--- src/rtl/apb_master_if.sv ---
// Bundle of the local command/response handshake and the APB bus seen by
// apb_master. The master modport is the initiator's view; the slave modport
// is the view of whatever sits on the other side (controller plus completer).
interface apb_master_if #(
    parameter int ADDR_W = 8,
    parameter int DATA_W = 8
);
    // Local command channel
    logic              cmd_valid;
    logic              cmd_ready;
    logic              cmd_write;
    logic [ADDR_W-1:0] cmd_addr;
    logic [DATA_W-1:0] cmd_wdata;

    // Local response channel
    logic              rsp_valid;
    logic [DATA_W-1:0] rsp_rdata;
    logic              rsp_timeout;

    // APB bus
    logic              psel;
    logic              penable;
    logic              pwrite;
    logic [ADDR_W-1:0] paddr;
    logic [DATA_W-1:0] pwdata;
    logic [DATA_W-1:0] prdata;
    logic              pready;

    modport master (
        input  cmd_valid, cmd_write, cmd_addr, cmd_wdata,
        input  prdata, pready,
        output cmd_ready,
        output rsp_valid, rsp_rdata, rsp_timeout,
        output psel, penable, pwrite, paddr, pwdata
    );

    modport slave (
        output cmd_valid, cmd_write, cmd_addr, cmd_wdata,
        output prdata, pready,
        input  cmd_ready,
        input  rsp_valid, rsp_rdata, rsp_timeout,
        input  psel, penable, pwrite, paddr, pwdata
    );
endinterface

--- src/rtl/apb_master.sv ---
// APB initiator: turns single-beat local commands into APB transfers,
// honours pready wait states, and reports completion (with read data) or a
// timeout abort on a one-cycle response strobe.
module apb_master #(
    parameter int ADDR_W  = 8,
    parameter int DATA_W  = 8,
    parameter int TIMEOUT = 16   // max pready-low ACCESS cycles; 0 = wait forever
) (
    input  logic         clk,
    input  logic         reset,   // synchronous, active-low
    apb_master_if.master bus
);

    localparam logic [1:0] ST_IDLE   = 2'd0;
    localparam logic [1:0] ST_SETUP  = 2'd1;
    localparam logic [1:0] ST_ACCESS = 2'd2;

    // The wait counter only has to reach TIMEOUT; a 1-bit counter is kept
    // when the timeout is disabled so the declarations stay legal.
    localparam int               CNT_W   = (TIMEOUT > 0) ? $clog2(TIMEOUT + 1) : 1;
    localparam bit               TO_EN   = (TIMEOUT > 0);
    localparam logic [CNT_W-1:0] CNT_MAX = '1;
    // Abort fires on the ACCESS cycle that would be the TIMEOUT-th low one,
    // i.e. when TIMEOUT-1 low cycles have already been counted.
    localparam logic [CNT_W-1:0] TO_LIM  = CNT_W'((TIMEOUT > 0) ? TIMEOUT - 1 : 0);

    logic [1:0]        state;
    logic [1:0]        state_d;
    logic [CNT_W-1:0]  wait_cnt;
    logic              done;
    logic              abort;

    logic              pwrite_q;
    logic [ADDR_W-1:0] paddr_q;
    logic [DATA_W-1:0] pwdata_q;
    logic              rsp_valid_q;
    logic [DATA_W-1:0] rsp_rdata_q;
    logic              rsp_timeout_q;

    logic              accept;

    // Command handshake: only IDLE accepts, and never while reset is held.
    assign bus.cmd_ready = (state == ST_IDLE) && reset;
    assign accept        = (state == ST_IDLE) && bus.cmd_valid;

    // APB control strobes decode straight from the state register.
    assign bus.psel      = (state == ST_SETUP) || (state == ST_ACCESS);
    assign bus.penable   = (state == ST_ACCESS);
    assign bus.pwrite    = pwrite_q;
    assign bus.paddr     = paddr_q;
    assign bus.pwdata    = pwdata_q;

    assign bus.rsp_valid   = rsp_valid_q;
    assign bus.rsp_rdata   = rsp_rdata_q;
    assign bus.rsp_timeout = rsp_timeout_q;

    // Next-state decode; pready only matters in ACCESS.
    always_comb begin
        // NOTE: every signal gets a default before the case so no path leaves
        // it unassigned, which would otherwise infer a latch.
        state_d = state;
        done    = 1'b0;
        abort   = 1'b0;
        case (state)
            ST_IDLE: begin
                if (accept) begin
                    state_d = ST_SETUP;
                end
            end
            ST_SETUP: begin
                state_d = ST_ACCESS;
            end
            ST_ACCESS: begin
                if (bus.pready) begin
                    done    = 1'b1;
                    state_d = ST_IDLE;
                end else if (TO_EN && (wait_cnt == TO_LIM)) begin
                    abort   = 1'b1;
                    state_d = ST_IDLE;
                end
            end
            default: begin
                state_d = ST_IDLE;
            end
        endcase
    end

    // State, captured command, wait counter and response registers.
    always_ff @(posedge clk) begin
        // NOTE: sequential state uses non-blocking assignments so every
        // register samples the pre-edge values of the others.
        if (!reset) begin
            // NOTE: the address/data registers are reset too because they are
            // visible on the bus and must read as zero after reset.
            state         <= ST_IDLE;
            wait_cnt      <= '0;
            pwrite_q      <= 1'b0;
            paddr_q       <= '0;
            pwdata_q      <= '0;
            rsp_valid_q   <= 1'b0;
            rsp_rdata_q   <= '0;
            rsp_timeout_q <= 1'b0;
        end else begin
            state <= state_d;

            // Command fields are frozen from SETUP until the next accept.
            if (accept) begin
                pwrite_q <= bus.cmd_write;
                paddr_q  <= bus.cmd_addr;
                pwdata_q <= bus.cmd_wdata;
            end

            // Count pready-low ACCESS cycles; saturate rather than wrap.
            if (state == ST_SETUP) begin
                wait_cnt <= '0;
            end else if ((state == ST_ACCESS) && !bus.pready && (wait_cnt != CNT_MAX)) begin
                wait_cnt <= wait_cnt + CNT_W'(1);
            end

            // One-cycle response; data is zero except for a completed read.
            rsp_valid_q   <= done || abort;
            rsp_timeout_q <= abort;
            rsp_rdata_q   <= (done && !pwrite_q) ? bus.prdata : '0;
        end
    end

endmodule
--- src/flat_wrapper.sv ---
// flat-port wrapper written by rule: the top's interface ports become plain ports
module apb_master_flat 
#(
    parameter int ADDR_W  = 8,
    parameter int DATA_W  = 8,
    parameter int TIMEOUT = 16                                                    
)
  (clk, reset, bus_cmd_valid, bus_cmd_write, bus_cmd_addr, bus_cmd_wdata, bus_prdata, bus_pready, bus_cmd_ready, bus_rsp_valid, bus_rsp_rdata, bus_rsp_timeout, bus_psel, bus_penable, bus_pwrite, bus_paddr, bus_pwdata);
  apb_master_if #(.ADDR_W(ADDR_W), .DATA_W(DATA_W)) bus_i ();
  input  logic clk;
  input  logic reset;
  input wire logic [$bits(bus_i.cmd_valid)-1:0] bus_cmd_valid;
  input wire logic [$bits(bus_i.cmd_write)-1:0] bus_cmd_write;
  input wire logic [$bits(bus_i.cmd_addr)-1:0] bus_cmd_addr;
  input wire logic [$bits(bus_i.cmd_wdata)-1:0] bus_cmd_wdata;
  input wire logic [$bits(bus_i.prdata)-1:0] bus_prdata;
  input wire logic [$bits(bus_i.pready)-1:0] bus_pready;
  output wire logic [$bits(bus_i.cmd_ready)-1:0] bus_cmd_ready;
  output wire logic [$bits(bus_i.rsp_valid)-1:0] bus_rsp_valid;
  output wire logic [$bits(bus_i.rsp_rdata)-1:0] bus_rsp_rdata;
  output wire logic [$bits(bus_i.rsp_timeout)-1:0] bus_rsp_timeout;
  output wire logic [$bits(bus_i.psel)-1:0] bus_psel;
  output wire logic [$bits(bus_i.penable)-1:0] bus_penable;
  output wire logic [$bits(bus_i.pwrite)-1:0] bus_pwrite;
  output wire logic [$bits(bus_i.paddr)-1:0] bus_paddr;
  output wire logic [$bits(bus_i.pwdata)-1:0] bus_pwdata;
  assign bus_i.cmd_valid = bus_cmd_valid;
  assign bus_i.cmd_write = bus_cmd_write;
  assign bus_i.cmd_addr = bus_cmd_addr;
  assign bus_i.cmd_wdata = bus_cmd_wdata;
  assign bus_i.prdata = bus_prdata;
  assign bus_i.pready = bus_pready;
  assign bus_cmd_ready = bus_i.cmd_ready;
  assign bus_rsp_valid = bus_i.rsp_valid;
  assign bus_rsp_rdata = bus_i.rsp_rdata;
  assign bus_rsp_timeout = bus_i.rsp_timeout;
  assign bus_psel = bus_i.psel;
  assign bus_penable = bus_i.penable;
  assign bus_pwrite = bus_i.pwrite;
  assign bus_paddr = bus_i.paddr;
  assign bus_pwdata = bus_i.pwdata;
  apb_master #(.ADDR_W(ADDR_W), .DATA_W(DATA_W), .TIMEOUT(TIMEOUT)) u_core (.clk(clk), .reset(reset), .bus(bus_i));
endmodule
--- config.mk ---
export PLATFORM = sky130hd
export DESIGN_NAME = apb_master_flat
export DESIGN_NICKNAME = d
export VERILOG_FILES = /design/src/rtl/apb_master_if.sv /design/src/rtl/apb_master.sv /design/src/flat_wrapper.sv
export SDC_FILE = /design/constraint.sdc
export NUM_CORES = 1
export LEC_CHECK = 0
export ABC_AREA = 1
export CORE_MARGIN = 3
export CORE_UTILIZATION = 30
export CTS_CLUSTER_SIZE = 10
export DETAILED_ROUTE_END_ITERATION = 12
export PLACE_DENSITY = 0.59
export SETUP_SLACK_MARGIN = 0.2
export SLEW_MARGIN = 20
export SYNTH_ARGS = -nofsm -noshare
export SYNTH_HDL_FRONTEND = slang
export SYNTH_SLANG_ARGS = --single-unit
--- constraint.sdc ---
create_clock -name clk -period 2 [get_ports clk]
set_input_delay 0.5 -clock clk [delete_from_list [all_inputs] [get_ports clk]]
set_output_delay 0.5 -clock clk [all_outputs]
set_load 0.01 [all_outputs]
Word-level counts from Yosys, hierarchy flattened
Cells that the tools add are included.
W data, S select, Z words.

word-level totals
  register bits after elaboration = 34
  word-level logic and storage cells = 38
  output and inout port bits = 30

cells by class
  bitwise operators = 1
  eq/ne operators = 6
  reductions and logical operators = 13
  multiplexer cells = 9
  $add $sub $neg = 1

operators by type and width
  cell                   number
  $mux W2                3
  $pmux W2 S3            1
  $add A5 B1 Y5 const B  1
  $eq A5 B4 Y1 const B   1
  $logic_and A1 B1 Y1    5
  $mux W1                5
  $ne A5 B5 Y1 const B   1
  $reduce_and A2 Y1      2
  $ne A3 B2 Y1 const B   1
  $eq A2 B1 Y1 const B   1
  $eq A2 B2 Y1 const B   1
  $logic_not A1 Y1       2
  $logic_not A2 Y1       1
  $logic_or A1 B1 Y1     2
  $ne A2 B1 Y1 const B   1
  $reduce_or A2 Y1       1
  $not A1 Y1             1

Depth between registers and ports, before layout
  depth in word-level cells = 5
  mapped depth = 8
  mapped depth without buffers = 8

Worst setup path before layout
OpenSTA, ideal clock, no wires.

  kind = flip-flop to flip-flop
  from = register u_core.wait_cnt[0]
  to = register u_core.wait_cnt[4]
  slack = 603 ps
  cell stages (with the launch flop) = 8
  setup time = 70 ps
  data arrival time = 1328 ps
  data required time = 1930 ps
  clock period less this slack = 1397 ps
  buffers on the path = 0
  cells stage by stage = dfxtp_1 > ha_1 > and3_1 > ha_1 > nand3b_1 > nand2_1 > nand2_1 > a21oi_1

between the ends
  longest elaborated chain between the ends = 2
  elaborated cells on any way between the ends = 3
  classes of those cells = 1 x add/sub; 1 x eq/ne; 1 x reduce/logical

ends and longest elaborated chain
  what                                                   RTL line           source
  from (decl)                                            apb_master.sv:29   logic [CNT_W-1:0] wait_cnt;
  from (signal assigned)                                 apb_master.sv:117  wait_cnt <= wait_cnt + CNT_W'(1);
  branches (longest 2 deep; another with $add A5 B1 Y5)  -

Several ways; the timed one is not identified.
A chain may end at the register's enable or synchronous reset.

Final worst setup path
  from = register u_core.state[0]
  to = output bus_penable

between the ends
  longest elaborated chain between the ends = 1

ends and longest elaborated chain
  what                    RTL line            source
  from (decl)             apb_master.sv:27    logic [1:0] state;
  from (signal assigned)  apb_master.sv:104   state <= state_d;
  $eq A2 B2 Y1            apb_master.sv:48    assign bus.penable = (state == ST_ACCESS);
  to (decl)               flat_wrapper.sv:23  output wire logic [$bits(bus_i.penable)-1:0] bus_penable;

No other way between the ends.

==> out/metrics.cfg <==
[synthesis]
syn-cell-area_um2 = 1353
synth_flop_cell = dfxtp_1
yosys.area.top_type_share_pct = 50.32
syn_nets = 201
synth.distinct_cells = 21
yosys-top-cells-area = dfxtp_1 50%, nor2_1 12%, ha_1 7.4%, inv_1 5.3%, nand2_1 3.9%
ys_seq_area_share_pct = 50.32
synth_enable_flop_cells = 0
synth-async-reset-ratio_pct = 0
syn_inst = 164
ys_warn_count = 0
yosysTopAreaCell = dfxtp_1
syn_area_per_cell_um2 = 8.247
synth_seq_cells = 34

[final_layout]
layout_commonest_cell = clkdlybuf4s50_1
drive_gt1_share_pct = 9.211
fin_cells = 278
diodes = 0
final_cell_mix = 55 x clkdlybuf4s50_1, 44 x nor2_1, 32 x dfxtp_1
syn2layout_area_growth_pct = 56.43
nets = 264

[clock_network]
clock_latency_ps = 290
htreeDepth = 2
hold_buffers = 0
post-cts-setup-buffers = 0
clockBufferDepth = 2
path_clk_slew_ps = 70
cts_root_buffer = clkbuf_8
cts_buffers = 5
cts.sinks = 34
cts_tree = yes
cts.repair.resized = 6

[placed_design]
dp_hpwl_mm = 2.278
post-place-ws_ps = -158.9
placedCellCount = 270
port_buffers = 58
globalplace.congestion = 0.7165

[worst_setup_path]
r2r_slack_ps = 420
worstSetupPathType = reg2out
cp.arrival_ps = 1260
start_kind = flop
cp.required_ps = 1500
worst_setup_path_end_kind = primary output
worstPathMaxFanout = 4

[die]
die_x_um = 73.15
initial_utilization_pct = 32.41
io_pins = 59
row_count = 23
die_area_um2 = 5350
die_y_um = 73.15
core_area_um2 = 4173

[sta]
max_slew_margin_pct = 82.61
hold_ws_ps = 480.5
hold_viol_final = 0
rsz0062_at_grt = true
min_period_ps = 1758
fin_ws_ps = 242.2
period_share_pct = 87.89
fin_setup_tns_ps = 0
max_clock_freq_mhz = 568.9
setup_viol = 0
skew_ps = 6.280
worst_slew_pin_slew_ps = 259.9
slew_viol_final = 0

[power]
net-switching-power_uw = 661.9
p_clk_share_pct = 33.0
seq_power_share_pct = 36.4
power.density_nw_per_um2 = 1086
total_power_mw = 2.297
irDropWorstVdd_mv = 0.5505
intPower_mw = 1.635
p_leak_nw = 0.9035
power_frac_comb_pct = 30.6
swShare_pct = 28.82

[global_routing]
antenna_found_initial = 0
gr-usage-all-layers_pct = 12.79
grt_pass1_wl_mm = 5.140
gr-total-overflow = 0
grt_pass1_vias = 1185
grt_start_max_net_pins = 23

[drt]
ant_nets = 0
wl_mm = 3.102
vias = 1228
vias_per_cell = 4.417
wire_per_inst_um = 11.16
dr.pass1.iters = 4
drtIter0Drc = 58
drc_errors = 0

[min_path]
min-delay-path-class = reg2reg

[job]
maxCapViolCount = 0

[outcome]
status = finished clean

[area by class of cell]
class                           count  area [um^2]
Clock inverter                      3        68.82
Fill cell                         403         2057
Sequential cell                    34        683.2
Tap cell                           50        62.56
Clock buffer                        5        68.82
Inverter                           20        80.08
Multi-Input combinational cell    106        563.0
Timing Repair Buffer               60        589.3
[metrics by stage]
stage               instance area, um^2  utilization [%]
finish                             2116            50.70
global route                       2116            50.70
CTS                                2108            50.52
detailed placement                 1969            47.20
global placement                   1969            47.20
floorplan                          1353                -
[state kept, by name, indices dropped and copies added, names as in the netlist]
signal,flops
u_core.state,2
u_core.bus.rsp_rdata,8
u_core.bus.rsp_timeout,1
u_core.wait_cnt,5
u_core.bus.paddr,8
u_core.bus.pwrite,1
u_core.bus.pwdata,8
u_core.bus.rsp_valid,1
[final timing paths]
check	startpoint	end	cells past startpoint
max reg2reg	u_core.wait_cnt[0]$_SDFFE_PP0P_	u_core.state[0]$_SDFFE_PN0P_	8
min	u_core.bus.paddr[4]$_SDFFE_PN0P_	u_core.bus.paddr[4]$_SDFFE_PN0P_	2
max	u_core.state[0]$_SDFFE_PN0P_	bus_penable	3
min reg2reg	u_core.bus.paddr[4]$_SDFFE_PN0P_	u_core.bus.paddr[4]$_SDFFE_PN0P_	2
[cell families (layout without fill, tap and decap cells)]
kind of cell	after synthesis	after routing	share of synthesized area [%]
AND/OR/NAND/NOR	72	72	23.68
flip-flops	34	34	50.32
AO/OA/AOI/OAI	26	26	9.620
buffers and inverters	24	88	8.973
adder cells (fa/ha/maj)	8	8	7.401
[power groups by stage]
| stage | Combinational [mW] | Clock, mW | Sequential (mW) |
|---|---|---|---|
| after global placement | 0.707 | 0 | 0.846 |
| after global routing | 0.784 | 0.816 | 0.847 |
| after CTS | 0.693 | 0.784 | 0.837 |
| after floorplan | 0.363 | 0 | 0.887 |
| after detailed placement | 0.705 | 0 | 0.850 |
| final | 0.702 | 0.758 | 0.837 |
[critical path, cell delays in order, from the launching register on]
cell           delay, ps
dfxtp_2              360
inv_1                100
ha_1                 230
dlygate4sd2_1        290
[per-layer routing]
| metal | global-route usage (%) | up-vias | wire length [um] |
|---|---|---|---|
| met4 | 8.197 | 0 | 98 |
| met5 | 0 | - | 0 |
| met2 | 20.26 | 40 | 1380 |
| met1 | 13.94 | 545 | 1385 |
| li1 | - | 635 | - |
| met3 | 5.372 | 8 | 237 |
[synthesized netlist by cell type (2+ instances only)]
cell       n
dfxtp_1   34
inv_1     19
o21ai_1   10
o21ai_0    7
a21oi_1    9
buf_2      2
nand2_1   14
nor2_1    44
nor2_2     2
nand3b_1   3
nand3_1    3
ha_1       8
No activity file was read; power rests on OpenSTA's default activity.
